[config.mk]
export PLATFORM = sky130hd
export DESIGN_NAME = mem_arbiter
export DESIGN_NICKNAME = d
export VERILOG_FILES = /design/src/rtl/mem_arbiter_pkg.sv /design/src/rtl/mem_arbiter_arb_pick.sv /design/src/rtl/mem_arbiter.sv
export SDC_FILE = /design/constraint.sdc
export NUM_CORES = 1
export LEC_CHECK = 0
export BUFFER_PORTS_ARGS = -buffer_cell sky130_fd_sc_hd__buf_2
export CORE_MARGIN = 8
export CORE_UTILIZATION = 52
export CTS_BUF_LIST = sky130_fd_sc_hd__clkbuf_4
export DETAILED_ROUTE_END_ITERATION = 16
export PLACE_DENSITY = 0.88
export SYNTH_ARGS = -nofsm -noshare
export SYNTH_HDL_FRONTEND = slang
export SYNTH_SLANG_ARGS = --single-unit
export TNS_END_PERCENT = 30
[constraint.sdc]
create_clock -name clock -period 2.61 [get_ports clock]
set_clock_uncertainty 0.15 [all_clocks]
set_input_delay 0.3915 -clock clock [delete_from_list [all_inputs] [get_ports clock]]
set_output_delay 0.3915 -clock clock [all_outputs]
set_load 0.005 [all_outputs]
[src/rtl/mem_arbiter_pkg.sv]
// rtl/mem_arbiter_pkg.sv - shared FSM state encoding and owner constants for mem_arbiter
package mem_arbiter_pkg;

  typedef enum logic [1:0] {
    IDLE = 2'b00,
    BUSY = 2'b01,
    DONE = 2'b10
  } arb_state_t;

  localparam logic OWN_D = 1'b0;
  localparam logic OWN_I = 1'b1;

endpackage

[src/rtl/mem_arbiter_arb_pick.sv]
// rtl/mem_arbiter_arb_pick.sv - combinational grant decision between dcache and icache
module arb_pick
  import mem_arbiter_pkg::*;
(
  input  logic d_req,
  input  logic i_req,
  input  logic ptr,
  output logic grant_valid,
  output logic grant
);

  // ptr names the requester that wins a tie
  always_comb begin
    grant_valid = d_req | i_req;
    grant       = OWN_D;
    if (d_req && i_req) begin
      grant = ptr;
    end else if (i_req) begin
      grant = OWN_I;
    end
  end

endmodule

[src/rtl/mem_arbiter.sv]
// rtl/mem_arbiter.sv - two-client (dcache/icache) arbiter in front of a single data memory
// Define ARB_ROUND_ROBIN_EN to alternate priority; default is fixed dcache priority.
module mem_arbiter
  import mem_arbiter_pkg::*;
#(
  parameter int ADDR_W = 6,
  parameter int DATA_W = 32
) (
  input  logic              clock,
  input  logic              reset,
  input  logic              d_read,
  input  logic              d_write,
  input  logic [ADDR_W-1:0] d_address,
  input  logic [DATA_W-1:0] d_writedata,
  output logic [DATA_W-1:0] d_readdata,
  output logic              d_busywait,
  input  logic              i_read,
  input  logic [ADDR_W-1:0] i_address,
  output logic [DATA_W-1:0] i_readdata,
  output logic              i_busywait,
  output logic              mem_read,
  output logic              mem_write,
  output logic [ADDR_W-1:0] mem_address,
  output logic [DATA_W-1:0] mem_writedata,
  input  logic [DATA_W-1:0] mem_readdata,
  input  logic              mem_busywait
);

  arb_state_t        state;
  arb_state_t        state_next;
  logic              owner;
  logic              lat_write;
  logic [ADDR_W-1:0] lat_addr;
  logic [DATA_W-1:0] lat_wdata;
  logic              aborted;
  logic [DATA_W-1:0] d_rdata_q;
  logic [DATA_W-1:0] i_rdata_q;
  logic              d_req;
  logic              i_req;
  logic              owner_req;
  logic              ptr;
  logic              grant_valid;
  logic              grant;

  assign d_req     = d_read | d_write;
  assign i_req     = i_read;
  assign owner_req = (owner == OWN_I) ? i_req : d_req;

`ifdef ARB_ROUND_ROBIN_EN
  logic rr_ptr;

  // after every completed access the other requester gets the tie-break
  always_ff @(posedge clock or negedge reset) begin
    if (!reset) begin
      rr_ptr <= OWN_D;
    end else if (state == DONE) begin
      rr_ptr <= ~owner;
    end
  end

  assign ptr = rr_ptr;
`else
  assign ptr = OWN_D;
`endif

  arb_pick u_arb_pick (
    .d_req       (d_req),
    .i_req       (i_req),
    .ptr         (ptr),
    .grant_valid (grant_valid),
    .grant       (grant)
  );

  always_ff @(posedge clock or negedge reset) begin
    if (!reset) begin
      state <= IDLE;
    end else begin
      state <= state_next;
    end
  end

  always_comb begin
    state_next = state;
    mem_read   = 1'b0;
    mem_write  = 1'b0;
    case (state)
      IDLE: begin
        if (grant_valid) begin
          state_next = BUSY;
        end
      end
      BUSY: begin
        mem_read  = ~lat_write;
        mem_write = lat_write;
        if (!mem_busywait) begin
          state_next = DONE;
        end
      end
      DONE: begin
        state_next = IDLE;
      end
      default: begin
        state_next = IDLE;
      end
    endcase
  end

  // memory address/data come only from the request latched at arbitration
  assign mem_address   = lat_addr;
  assign mem_writedata = lat_wdata;

  always_ff @(posedge clock or negedge reset) begin
    if (!reset) begin
      owner     <= OWN_D;
      lat_write <= 1'b0;
      lat_addr  <= '0;
      lat_wdata <= '0;
      aborted   <= 1'b0;
      d_rdata_q <= '0;
      i_rdata_q <= '0;
    end else begin
      case (state)
        IDLE: begin
          if (grant_valid) begin
            owner   <= grant;
            aborted <= 1'b0;
            if (grant == OWN_I) begin
              lat_write <= 1'b0;
              lat_addr  <= i_address;
              lat_wdata <= '0;
            end else begin
              lat_write <= d_write;
              lat_addr  <= d_address;
              lat_wdata <= d_writedata;
            end
          end
        end
        BUSY: begin
          // a requester that lets go at any point forfeits the response
          if (!owner_req) begin
            aborted <= 1'b1;
          end
          if (!mem_busywait && owner_req && !aborted && !lat_write) begin
            if (owner == OWN_I) begin
              i_rdata_q <= mem_readdata;
            end else begin
              d_rdata_q <= mem_readdata;
            end
          end
        end
        default: begin
        end
      endcase
    end
  end

  assign d_readdata = d_rdata_q;
  assign i_readdata = i_rdata_q;

  assign d_busywait = reset & d_req &
                      ~((state == DONE) & (owner == OWN_D) & ~aborted);
  assign i_busywait = reset & i_req &
                      ~((state == DONE) & (owner == OWN_I) & ~aborted);

endmodule

==> results of run 1 <==
-- worst max-delay path, cell delays in order, from the launching register on --
cell,delay [ns]
dfrtp_1,0.49
nor2_1,0.36
and2_1,0.96
a22o_1,0.29
-- cell usage in the layout (no fill, tap or decap) --
cell,instances
o221a_2,6
buf_4,5
or2_2,1
a31oi_1,2
mux2_4,2
o21ai_0,1
nor3b_4,1
o21ai_2,1
nor2b_1,2
mux2_2,63
dfrtp_1,107
and2_1,2
or3b_1,1
clkbuf_4,9
inv_1,2
or3_1,6
nand4_4,2
clkinv_4,2
nand2_1,7
a32o_1,1
nor2_1,3
inv_8,1
a22o_1,31
buf_2,186
dlygate4sd3_1,19
inv_6,2
nand3_1,1
clkinv_1,1
o21a_1,1
a21oi_1,1
-- kinds of logic after synthesis --
| family | share of synthesized area |
|---|---|
| flops | 0.6538 |
| buf+inv | 0.02750 |
| mux | 0.1806 |
| compound gates | 0.09379 |
| simple gates | 0.04430 |
-- stage by stage --
step	cells	total power, mW	worst slack (ns)	hold WS [ns]
CTS	564	5.889	0.3118	0.0001802
detailed placement	537	5.127	0.3801	0.05177
global route	571	6.219	0.1175	0.002321
floorplan	258	3.972	0.9685	-0.05409
finish	571	5.833	0.2849	0.02768
global placement	537	4.988	0.4663	0.05207
-- power by group through the flow --
stage	Clock [mW]	Combinational (mW)	Sequential, mW
after global routing	0.830	2.48	2.91
after floorplan	0	1.09	2.89
final	0.747	2.26	2.82
after global placement	0	2.18	2.81
after detailed placement	0	2.28	2.85
after CTS	0.771	2.30	2.82
-- area by class of cell --
type                            instances  area, um2
Sequential cell                       107       2678
Fill cell                             564       2290
Multi-Input combinational cell        135       1309
Timing Repair Buffer                  210       1159
Tap cell                              102      127.6
Clock buffer                            9      67.56
Clock inverter                          6      50.05
Inverter                                2      7.507
-- state kept, by name, indices dropped and copies added (netlist names) --
signal / count
i_readdata: 32
owner: 1
mem_address: 6
d_readdata: 32
state: 2
mem_writedata: 32
lat_write: 1
aborted: 1
-- layer usage --
metal / vias up / routed length, um
met5: - / 0
met1: 1487 / 4027
met2: 130 / 5692
li1: 1370 / -
met3: 14 / 796
met4: 0 / 180
-- worst max path at each step --
stage,cells past startpoint,end,slack [ns],from
after floorplan,4,mem_address[0],0.97,d_write
after global placement,4,mem_writedata[7],0.47,d_write
after detailed placement,4,mem_writedata[10],0.38,d_write
after CTS,3,mem_writedata[12],0.31,state[1]
after global routing,3,mem_writedata[12],0.12,state[1]
final,3,mem_writedata[12],0.28,state[1]
==> key figures, run 1 <==
Status
  – Status: finished, final reports clean

Synth
  – Sequential share of the synthesized area: 0.6538
  – Syn_area_per_cell: 15.87 um2
  – Unique masters post-synth: 25
  – Synth cell count leaders: 107 x dfrtp_1, 63 x mux2_2, 31 x a22o_1
  – Post-synth EDFFs: 0
  – Most common cell in the netlist: dfrtp_1
  – Asr flop ratio synth: 1.000
  – #FFs+latches synth: 107
  – Top cells by area, synth: dfrtp_1 65%, mux2_2 17%, a22o_1 6.6%, buf_6 1.6%, o221a_2 1.6%
  – Share of the synthesized area in the top cell type: 0.6538
  – Ys Warns: 0
  – Post-synth top area cell: dfrtp_1
  – Post-synthesis cell area: 4095 um2
  – Post-synth top flop: dfrtp_1
  – Syn Inst Count: 258
  – Syn nets: 340

Floorplan
  – Die Wd: 104.7 um
  – Chip Height: 104.7 um
  – Core ar.: 7687 um2
  – Die ar.: 10970 um2
  – Cell Rows: 32
  – Initial core utilization: 0.5327
  – Top Ports: 188

Timing
  – RSZ-0062 raised after global routing: false
  – Crit share post-route: 0.8909
  – Fin crit period: 2.325 ns
  – Max-slew violations: 0
  – Fmax: 430.1 MHz
  – Least-Margin Pin Slew: 1.166 ns
  – Setup_tns: 0 ns
  – Relative slew slack: 0.2230
  – Final hold violations: 0
  – Final setup fails: 0

Routing
  – Antenna Nets Post-Route: 0
  – Vias after detailed routing: 3001
  – DR DRC count: 0
  – Starting DRT DRC Count: 114
  – Drt wl/cell: 18.73 um
  – Routed wire length: 10700 um
  – Via-to-Cell Ratio: 5.256
  – First drt pass iteration count: 4

Final layout
  – ANT cells: 0
  – Design Area, Final: 5398 um2
  – Area Growth Syn to Fin: 31.81%
  – Nets@finish: 547
  – Layout cells sized above 1: 0.5991
  – Final Util: 0.7021

Min path
  – Min-delay worst type: primary input to flop
  – Worst Hold Path Cells: 2
  – Hold_sp: d_writedata[7]
  – Hold EP: mem_writedata[7]

GRT
  – Met2 usage: 0.3380
  – First-pass GRT wire length: 17120 um
  – Overall track demand over capacity in global routing: 0.1920
  – Antenna violations before repair: 0
  – Met1 Usage GRT: 0.2123
  – GR peak layer: met2
  – Grt total ovfl: 0
  – Pin count of the biggest net entering global routing: 69
  – Vias in the first global route: 3291
  – GR Util met3: 0.06450

Power
  – Clk network pwr share: 0.128
  – Sw power: 1.969 mW
  – Internal Power: 3.864 mW
  – LEAKAGE: 2.862 nW
  – Comb power frac: 0.388
  – Switching Fraction: 0.3376
  – Sequential power share: 0.484
  – PwrDens: 1081 nW/um2
  – VDD IR max: 0.5195 mV

Place
  – GP Congestion: 0.7414
  – Detail Placement HPWL: 7838 um
  – Port Buffers: 187
  – Placed cell area: 5090 um2

Worst setup path
  – Worst EP arrival: 2.54 ns
  – RR Endpoint: mem_writedata[12]
  – CP endpoint kind: flop
  – Setup CP Type: flop to flop
  – CP Max Fanout: 32
  – RR Startpoint: state[1]
  – Critical path data required time: 2.83 ns
  – Reg2Reg Depth: 3
  – Crit start category: flop
  – Setup slack, reg-to-reg: 0.28 ns

Clock network
  – Clock root buffer: clkbuf_4
  – Clk sinks: 107
  – H-tree levels: 3
  – Clk slew on worst S/H paths: 0.17 ns
  – Hold_buf cts: 12
  – Setup Buffers After CTS: 0
  – CTS tree: done
  – Cts repair resizes: 0
  – Clock Path Buffers: 2
  – Clock buffer count from CTS: 9
  – Worst-skew pair later-pin latency: 0.43 ns

Job
  – Maxcap violations: 0
Note: power is estimated with default switching activity, not from simulation.
==> run 2, diff against run 1 <==
SETUP_SLACK_MARGIN = 0.3   (was not set)
==> run 2 against run 1 <==
Combinational power hardly changed. Flip-flop and latch count is the same. Largest cell class unchanged. Largest power group unchanged. Clock-buffer cell count stayed put. Fmax is 4.8% higher. Global-route usage stayed put. Core utilization hardly changed. Worst hold slack gained 0.00080 ns. Sequential power about the same. Cell count stayed put. Die area did not move.
==> key figures, run 2 (synthesis gave the netlist of run 1 again) <==
Status
  – Status: finished, final reports clean

GRT
  – Antenna violations before repair: 0
  – Pin count of the biggest net entering global routing: 69
  – First-pass GRT wire length: 17120 um
  – Grt total ovfl: 0
  – Overall track demand over capacity in global routing: 0.1920
  – Vias in the first global route: 3291

Place
  – GP Congestion: 0.7414
  – Detail Placement HPWL: 7838 um
  – Port Buffers: 187
  – Placement Setup Slack: 0.3801 ns

Final layout
  – Area Growth Syn to Fin: 31.84%
  – Layout cells sized above 1: 0.6013
  – Commonest non-fill, non-tap cell in the layout: buf_2
  – Nets@finish: 547
  – Final Util: 0.7023
  – Most frequent cells in the layout: 186 x buf_2, 107 x dfrtp_1, 63 x mux2_2
  – ANT cells: 0
  – # fillers: 564

Floorplan
  – Top Ports: 188
  – Chip Height: 104.7 um
  – Die ar.: 10970 um2
  – Die Wd: 104.7 um
  – Cell Rows: 32
  – Core ar.: 7687 um2
  – Initial core utilization: 0.5327

Routing
  – Drt wl/cell: 18.62 um
  – Routed wire length: 10630 um
  – Antenna Nets Post-Route: 0
  – Starting DRT DRC Count: 128
  – Via-to-Cell Ratio: 5.236
  – DR DRC count: 0
  – First drt pass iteration count: 5
  – Vias after detailed routing: 2990

Job
  – Maxcap violations: 0

Clock network
  – H-tree levels: 3
  – Clk sinks: 107
  – CTS tree: done
  – Clock buffer count from CTS: 9
  – Clk slew on worst S/H paths: 0.17 ns
  – Worst-skew pair later-pin latency: 0.43 ns
  – Clock Path Buffers: 2
  – Clock root buffer: clkbuf_4

Timing
  – Worst Slack Setup Final: 0.3919 ns
  – Relative slew slack: 0.4418
  – Max-slew violations: 0
  – RSZ-0062 raised after global routing: true
  – Final hold violations: 0
  – Fin crit period: 2.218 ns
  – Final setup fails: 0
  – Crit share post-route: 0.8498
  – Setup_tns: 0 ns
  – Least-Margin Pin Slew: 0.8373 ns
  – Fmax: 450.8 MHz

Worst setup path
  – Critical path data required time: 2.78 ns
  – Setup CP Type: primary input to flop
  – CP Max Fanout: 32
  – Worst EP arrival: 2.39 ns
  – CP endpoint kind: flop
  – Crit start category: primary input

Power
  – VDD IR max: 0.5195 mV
  – LEAKAGE: 2.863 nW
  – PwrDens: 1079 nW/um2

Min path
  – Min-delay worst type: primary input to flop
## run 2: changes by cell type in the layout (fill, tap and decap cells not counted)
cell | before | now
and2_2 | 0 | 1
and2_1 | 2 | 1
## run 2: layer usage
| metal | share of wire | vias up | routed length, um | GRT usage |
|---|---|---|---|---|
| met2 | 0.54 | 121 | 5705 | 0.3380 |
| met4 | 0.016 | 0 | 174 | 0.06524 |
| met1 | 0.37 | 1489 | 3937 | 0.2123 |
| li1 | - | 1366 | - | - |
| met3 | 0.076 | 14 | 812 | 0.06450 |
| met5 | 0 | - | 0 | 0 |
## run 2: per-stage QoR
stage | total power [mW] | cells | cell area [um2] | hold slack, ns
final | 5.825 | 571 | 5399 | 0.02848
after global routing | 6.220 | 571 | 5399 | 0.002321
after CTS | 5.889 | 564 | 5328 | 0.0001802
after global placement | 4.988 | 537 | 5090 | 0.05207
after detailed placement | 5.127 | 537 | 5090 | 0.05177
after floorplan | 3.972 | 258 | 4095 | -0.05409
## run 2: path summary, 6_finish.rpt
kind,start,endpoint,slack (ns),cells after the start
worst max-delay path,mem_busywait,d_readdata[6],0.39,5
worst min-delay path,d_writedata[7],mem_writedata[7],0.03,2
worst max register to register,state[1],d_readdata[6],0.51,3
worst min register to register,mem_writedata[19],mem_writedata[19],0.36,1
max in group asynchronous,reset,mem_writedata[30],1.12,3
min in group asynchronous,reset,owner,0.16,2
## run 2: area by class of cell
cell class	instances	area, um2	area share
clock buffer	9	67.56	0.01251
timing repair buffer	210	1159	0.2146
clock inverter	6	50.05	0.009270
sequential	107	2678	0.4959
multi-input combinational	135	1310	0.2426
tap	102	127.6	0.02364
inverter	2	7.507	0.001390
## run 2: power by group
part	switching, mW	leakage, nW	internal, mW
Combinational	1.01	1.46	1.25
Clock	0.538	0.0663	0.206
Sequential	0.416	1.34	2.41
## run 2: critical path, stage by stage
cell and delay (ns):
dlygate4sd3_1 0.54, buf_2 0.15, nor3b_4 0.30, nand4_4 0.52
mux2_2 0.47
## run 2: repair_timing
action | CTS | global route
resized for setup | 0 | 1
endpoints found under the hold margin | 50 | 7
hold buffers | 12 | 7
setup buffers | 0 | 0
setup endpoints to repair | 0 | 33
